File: src/rtl/sequence_transmitter.sv
// Framed serial transmitter: a 1101 sync word, then the payload MSB first,
// with a stuff 0 inserted wherever 110 is about to be followed by a 1.
//
// Ports:
//   clk        rising-edge clock
//   reset      asynchronous active-high reset
//   data_in    payload word, captured on the handshake edge
//   data_valid upstream request; handshake = data_valid & ready
//   ready      high in IDLE, when a new frame can be accepted
//   tx_out     serial bit stream, one bit per clk
//   tx_active  high while tx_out carries a frame bit
//   stuff_bit  high while tx_out carries an inserted stuff 0
//   frame_done one-cycle pulse in the IDLE cycle after the last bit
module sequence_transmitter #(
    parameter int PAYLOAD_W = 8
) (
    input  logic                 clk,
    input  logic                 reset,
    input  logic [PAYLOAD_W-1:0] data_in,
    input  logic                 data_valid,
    output logic                 ready,
    output logic                 tx_out,
    output logic                 tx_active,
    output logic                 stuff_bit,
    output logic                 frame_done
);

    localparam int         CW        = $clog2(PAYLOAD_W + 1);
    localparam logic [3:0] SYNC_WORD = 4'b1101;

    typedef enum logic [1:0] {
        IDLE,
        SYNC,
        DATA
    } state_t;

    state_t               state_q, state_d;
    logic [PAYLOAD_W-1:0] data_q, data_d;
    logic [CW-1:0]        left_q, left_d;
    logic [1:0]           sync_cnt_q, sync_cnt_d;
    logic [2:0]           hist_q, hist_d;
    logic                 ready_q, ready_d;
    logic                 tx_q, tx_d;
    logic                 active_q, active_d;
    logic                 stuff_q, stuff_d;
    logic                 done_q, done_d;

    // Next payload emission; hist_q already includes the bit on tx_out now.
    logic [1:0]           sync_idx;
    logic                 em_tx;
    logic                 em_stuff;
    logic [PAYLOAD_W-1:0] em_data;
    logic [CW-1:0]        em_left;
    logic [2:0]           em_hist;

    always_comb begin
        sync_idx = 2'd2 - sync_cnt_q;
        em_stuff = (hist_q == 3'b110) && data_q[PAYLOAD_W-1];
        em_tx    = 1'b0;
        em_data  = data_q;
        em_left  = left_q;
        if (!em_stuff) begin
            em_tx   = data_q[PAYLOAD_W-1];
            em_data = {data_q[PAYLOAD_W-2:0], 1'b0};
            em_left = left_q - CW'(1);
        end
        em_hist = {hist_q[1:0], em_tx};
    end

    always_comb begin
        state_d    = state_q;
        data_d     = data_q;
        left_d     = left_q;
        sync_cnt_d = sync_cnt_q;
        hist_d     = hist_q;
        ready_d    = ready_q;
        tx_d       = tx_q;
        active_d   = active_q;
        stuff_d    = 1'b0;
        done_d     = 1'b0;
        unique case (state_q)
            IDLE: begin
                ready_d  = 1'b1;
                tx_d     = 1'b0;
                active_d = 1'b0;
                hist_d   = 3'b000;
                if (data_valid && ready_q) begin
                    state_d    = SYNC;
                    data_d     = data_in;
                    left_d     = CW'(PAYLOAD_W);
                    sync_cnt_d = 2'd0;
                    hist_d     = 3'b001;
                    ready_d    = 1'b0;
                    tx_d       = 1'b1;
                    active_d   = 1'b1;
                end
            end
            SYNC: begin
                if (sync_cnt_q != 2'd3) begin
                    sync_cnt_d = sync_cnt_q + 2'd1;
                    tx_d       = SYNC_WORD[sync_idx];
                    hist_d     = {hist_q[1:0], SYNC_WORD[sync_idx]};
                end else begin
                    state_d = DATA;
                    tx_d    = em_tx;
                    stuff_d = em_stuff;
                    data_d  = em_data;
                    left_d  = em_left;
                    hist_d  = em_hist;
                end
            end
            DATA: begin
                if (left_q == '0) begin
                    state_d  = IDLE;
                    ready_d  = 1'b1;
                    tx_d     = 1'b0;
                    active_d = 1'b0;
                    hist_d   = 3'b000;
                    done_d   = 1'b1;
                end else begin
                    tx_d    = em_tx;
                    stuff_d = em_stuff;
                    data_d  = em_data;
                    left_d  = em_left;
                    hist_d  = em_hist;
                end
            end
            default: begin
                state_d = IDLE;
            end
        endcase
    end

    always_ff @(posedge clk or posedge reset) begin
        if (reset) begin
            state_q    <= IDLE;
            data_q     <= '0;
            left_q     <= '0;
            sync_cnt_q <= 2'd0;
            hist_q     <= 3'b000;
            ready_q    <= 1'b1;
            tx_q       <= 1'b0;
            active_q   <= 1'b0;
            stuff_q    <= 1'b0;
            done_q     <= 1'b0;
        end else begin
            state_q    <= state_d;
            data_q     <= data_d;
            left_q     <= left_d;
            sync_cnt_q <= sync_cnt_d;
            hist_q     <= hist_d;
            ready_q    <= ready_d;
            tx_q       <= tx_d;
            active_q   <= active_d;
            stuff_q    <= stuff_d;
            done_q     <= done_d;
        end
    end

    assign ready      = ready_q;
    assign tx_out     = tx_q;
    assign tx_active  = active_q;
    assign stuff_bit  = stuff_q;
    assign frame_done = done_q;

endmodule
File: config.mk
export PLATFORM = sky130hd
export DESIGN_NAME = sequence_transmitter
export DESIGN_NICKNAME = d
export VERILOG_FILES = /design/src/rtl/sequence_transmitter.sv
export SDC_FILE = /design/constraint.sdc
export NUM_CORES = 1
export LEC_CHECK = 0
export ABC_AREA = 1
export CAP_MARGIN = 10
export CORE_ASPECT_RATIO = 0.5
export CORE_UTILIZATION = 25
export CTS_CLUSTER_DIAMETER = 200
export DETAILED_ROUTE_END_ITERATION = 10
export SETUP_SLACK_MARGIN = 0.02
export SLEW_MARGIN = 20
export SYNTH_ARGS = -nofsm -noshare
export SYNTH_HDL_FRONTEND = slang
export SYNTH_SLANG_ARGS = --single-unit
File: constraint.sdc
create_clock -name clk -period 1.46 [get_ports clk]
set_input_delay 0.292 -clock clk [delete_from_list [all_inputs] [get_ports clk]]
set_output_delay 0.292 -clock clk [all_outputs]
set_load 0.05 [all_outputs]
==> impl_metrics.sql <==
INSERT INTO impl_metrics (metric_group, metric, value, unit) VALUES
('run_status', 'result_of_the_run', 'completed', ''),
('setup_path', 'worst_r2r_startpoint', 'state_q[0]$_DFFE_PP0P_', ''),
('cts', 'clkSlewWorstSetupHoldPaths', '0.09', 'ns'),
('yosys', 'synthesis.area_per_instance', '7.99', 'µm²'),
('route', 'drt_pass1_iterations', '4', ''),
('power_and_ir_drop', 'p_total', '4.51', 'mW'),
('cts', 'clock_buffer_depth', '2', ''),
('finish', 'most_common_cell_after_layout_fill_and_taps_aside', 'sky130_fd_sc_hd__nand2_1', ''),
('sta', 'tightestPinTransition', '0.356', 'ns'),
('yosys', 'yosysUniqueCellTypes', '28', ''),
('finish', 'final.fill_count', '517', ''),
('sta', 'final_period_minus_worst_setup_slack', '1.45', 'ns'),
('setup_path', 'rrSetupSlack', '0.009', 'ns'),
('placement', 'dp_slack', '-0.0854', 'ns'),
('grt', 'number_of_antenna_violations_at_the_first_check_in_global_routing', '0', ''),
('sta', 'final_min_period_over_clock_period', '99.4', '%'),
('power_and_ir_drop', 'irDropWorstVdd', '0.686', 'mV'),
('route', 'route.antenna.remaining_nets', '0', ''),
('setup_path', 'cp-start-kind', 'register', ''),
('placement', 'buffer_ports.inserted', '15', ''),
('setup_path', 'crit_fanout', '7', ''),
('job', 'max_cap_violations', '0', ''),
('setup_path', 'crit_path_max_incr_delay', '0.40', 'ns'),
('sta', 'setup_violations', '0', ''),
('floorplanning', 'starting_density_of_the_core', '26.6', '%'),
('grt', 'grt_overflow_total', '0', ''),
('floorplanning', 'placeableCoreArea', '0.00502', 'mm²'),
('yosys', 'yosys_warnings', '0', ''),
('grt', 'grt_start_max_net_pins', '17', ''),
('route', 'via_count', '1155', ''),
('finish', 'mostFrequentLayoutCells', 'sky130_fd_sc_hd__nand2_1, sky130_fd_sc_hd__dfrtp_1, sky130_fd_sc_hd__nand2_2', ''),
('route', 'avgRoutedWirePerCell', '10.7', 'µm'),
('yosys', 'synth.net_count', '186', ''),
('sta', 'rsz0062_at_grt', 'true', ''),
('floorplanning', 'die_height', '53.7', 'µm'),
('route', 'drt_iter0_markers', '37', ''),
('finish', 'drive_above_1_share', '33.2', '%'),
('placement', 'place_congestion', '0.843', ''),
('setup_path', 'crit_slowest_cell', 'sky130_fd_sc_hd__dfrtp_1', ''),
('power_and_ir_drop', 'total_leakage_power', '0.944', 'nW'),
('floorplanning', 'floorplan.die_area', '0.00565', 'mm²'),
('setup_path', 'reg2regPathDepth', '8', ''),
('setup_path', 'critical_path_sink_type', 'register', ''),
('grt', 'grt_pass1_vias', '1151', ''),
('sta', 'slew_viol_final', '0', ''),
('sta', 'setup_slack', '0.00855', 'ns'),
('sta', 'clock.fmax', '0.689', 'GHz'),
('floorplanning', 'die_x', '105', 'µm'),
('cts', 'cts_num_sinks', '23', ''),
('cts', 'cts-buffers-inserted', '3', ''),
('floorplanning', 'floorplan.rows', '18', ''),
('cts', 'worst_skew_pair.late_latency', '0.27', 'ns'),
('yosys', 'ys_seq_area_share', '43.2', '%'),
('setup_path', 'cp_data_required_time', '1.67', 'ns'),
('placement', 'dp.final_hpwl', '2.10', 'mm'),
('setup_path', 'capture_instance_of_the_worst_register_to_register_path', 'data_q[1]$_DFFE_PP0P_', ''),
('finish', 'final_nets', '219', ''),
('sta', 'timing.clock.skew', '0.00753', 'ns'),
('cts', 'tritoncts', 'done', ''),
('yosys', 'netlist_instances', '167', ''),
('route', 'post_drt_via_cell_ratio', '4.29', ''),
('finish', 'area_delta_synth_final', '41.9', '%'),
('cts', 'root_buffer', 'sky130_fd_sc_hd__clkbuf_8', ''),
('setup_path', 'arrival', '1.66', 'ns'),
('hold_path', 'hold_path.class', 'input pin to asynchronous set/reset pin', ''),
('setup_path', 'cp.buffers_inverters', '3', ''),
('cts', 'htree_num_levels', '1', ''),
('setup_path', 'critical-path-top-cell-by-count', 'sky130_fd_sc_hd__inv_2', ''),
('yosys', 'ys_ff_latch', '23', ''),
('yosys', 'synthesis.area', '0.00133', 'mm²'),
('route', 'route.detailed.drc', '0', ''),
('sta', 'worst_slew_margin', '76.2', '%'),
('grt', 'grt.total_usage', '11.3', '%'),
('finish', 'antenna-diode-count', '0', ''),
('route', 'drt_wl_total', '2.88', 'mm'),
('floorplanning', 'boundaryPins', '16', ''),
('setup_path', 'cells_along_the_critical_path', 'inv_2 -> ha_4 -> nand2_2 -> inv_2 -> a21oi_4 -> buf_6 -> nand3_2 -> nand2_1', ''),
('sta', 'finalHoldViolCount', '0', ''),
('power_and_ir_drop', 'p_per_area', '2380', 'mW/mm²'),
('grt', 'grt_first_pass_wirelength', '5.04', 'mm'),
('setup_path', 'timing.critical_path.max_delay_family', 'flip-flops', ''),
('setup_path', 'path_class', 'register to register', '');
==> per-layer routing <==
layer	vias to the layer above	routed length (µm)	track usage, %
met4	0	0	3.29
met5	-	0	0
met3	0	75	1.94
met1	546	1370	13.4
li1	592	-	-
met2	17	1430	21.9
==> per-stage QoR <==
step / util (%) / instance area [µm²] / instances / hold slack [ns] / TNS (ns)
floorplan: - / 1340 / 167 / 0.293 / -0.0551
global placement: 34.3 / 1720 / 262 / 0.453 / -0.370
detailed placement: 34.3 / 1720 / 262 / 0.459 / -0.822
CTS: 36.2 / 1820 / 268 / 0.307 / 0
global route: 37.7 / 1890 / 269 / 0.317 / -0.569
finish: 37.7 / 1890 / 269 / 0.290 / 0
==> flip-flops by register name, summed over array words and instances (netlist names) <==
signal and flops:
hist_q 3, frame_done 1, state_q 2, sync_cnt_q 2, stuff_bit 1, ready 1, left_q 4, tx_active 1
data_q 8
==> cells by family after synthesis <==
logic type      Yosys count  synth area share [%]
fa+ha+maj                 8                  7.50
compound gates           12                  5.91
xor+xnor                  1                 0.657
flops                    23                  43.2
buf+inv                  21                  7.69
simple gates            102                  35.0
==> synth_stat cells <==
| library cell | instances | area, µm² |
|---|---|---|
| sky130_fd_sc_hd__nand2_1 | 67 | 251 |
| sky130_fd_sc_hd__dfrtp_1 | 22 | 551 |
| sky130_fd_sc_hd__nand3_1 | 15 | 75.1 |
| sky130_fd_sc_hd__inv_1 | 14 | 52.6 |
| sky130_fd_sc_hd__ha_1 | 8 | 100 |
| sky130_fd_sc_hd__nor2_1 | 6 | 22.5 |
| sky130_fd_sc_hd__o21ai_0 | 6 | 30.0 |
| sky130_fd_sc_hd__nand2_2 | 3 | 18.8 |
| sky130_fd_sc_hd__a21oi_1 | 2 | 10.0 |
| sky130_fd_sc_hd__buf_2 | 2 | 10.0 |
| sky130_fd_sc_hd__buf_6 | 2 | 22.5 |
| sky130_fd_sc_hd__nand2_4 | 2 | 22.5 |
| sky130_fd_sc_hd__nand3b_1 | 2 | 15.0 |
| sky130_fd_sc_hd__nor2_2 | 2 | 12.5 |
| sky130_fd_sc_hd__a21oi_4 | 1 | 16.3 |
| sky130_fd_sc_hd__a31o_2 | 1 | 8.76 |
| sky130_fd_sc_hd__a31oi_1 | 1 | 6.26 |
| sky130_fd_sc_hd__and3_1 | 1 | 6.26 |
| sky130_fd_sc_hd__buf_4 | 1 | 7.51 |
| sky130_fd_sc_hd__dfstp_2 | 1 | 26.3 |
| sky130_fd_sc_hd__inv_2 | 1 | 3.75 |
| sky130_fd_sc_hd__inv_4 | 1 | 6.26 |
| sky130_fd_sc_hd__nand3_2 | 1 | 10.0 |
| sky130_fd_sc_hd__nand4_1 | 1 | 6.26 |
| sky130_fd_sc_hd__nor2_8 | 1 | 20.0 |
| sky130_fd_sc_hd__o211ai_1 | 1 | 7.51 |
| sky130_fd_sc_hd__or2_2 | 1 | 6.26 |
| sky130_fd_sc_hd__xnor2_1 | 1 | 8.76 |
==> report_power, final <==
part / leakage [nW] / switching (mW) / internal, mW
Sequential: 0.294 / 0.219 / 0.918
Clock: 0.0255 / 0.216 / 0.191
Combinational: 0.625 / 1.62 / 1.35
Total: 0.944 / 2.06 / 2.46
==> what timing repair did <==
| action | in CTS | in global routing |
|---|---|---|
| cloned | 1 | 0 |
| resized for setup | 11 | 20 |
| setup endpoints to repair | 12 | 16 |
| hold buffers | 0 | 0 |
| buffers inserted | 1 | 1 |
| pin swaps | 3 | 26 |
==> worst register-to-register path, stage by stage (launching register included) <==
cell	delay, ns
sky130_fd_sc_hd__dfrtp_1	0.40
sky130_fd_sc_hd__inv_2	0.09
sky130_fd_sc_hd__ha_4	0.22
sky130_fd_sc_hd__nand2_2	0.06
sky130_fd_sc_hd__inv_2	0.05
sky130_fd_sc_hd__a21oi_4	0.26
sky130_fd_sc_hd__buf_6	0.19
sky130_fd_sc_hd__nand3_2	0.07
sky130_fd_sc_hd__nand2_1	0.07
==> area by class of cell <==
| type | instances | area, µm² | share of cell area (%) |
|---|---|---|---|
| inverter | 16 | 62.6 | 3.30 |
| tap | 70 | 87.6 | 4.63 |
| clock buffer | 3 | 41.3 | 2.18 |
| sequential | 23 | 577 | 30.5 |
| multi-input combinational | 124 | 756 | 39.9 |
| clock inverter | 1 | 5.00 | 0.264 |
| timing repair buffer | 32 | 364 | 19.2 |
==> how the worst max path moves through the flow <==
stage                                      start                     to  slack [ns]  cells after the start
final                     state_q[0]$_DFFE_PP0P_  data_q[1]$_DFFE_PP0P_       0.009                      8
after global routing      state_q[0]$_DFFE_PP0P_  left_q[3]$_DFFE_PP0P_       -0.06                      8
after CTS                 state_q[0]$_DFFE_PP0P_  data_q[5]$_DFFE_PP0P_        0.02                      8
after detailed placement  state_q[0]$_DFFE_PP0P_  data_q[1]$_DFFE_PP0P_       -0.09                      8
after global placement    state_q[0]$_DFFE_PP0P_  data_q[1]$_DFFE_PP0P_       -0.05                      8
after floorplan                ready$_DFFE_PP1P_  left_q[3]$_DFFE_PP0P_      -0.007                      8
Note: power is estimated with default switching activity, not from simulation.
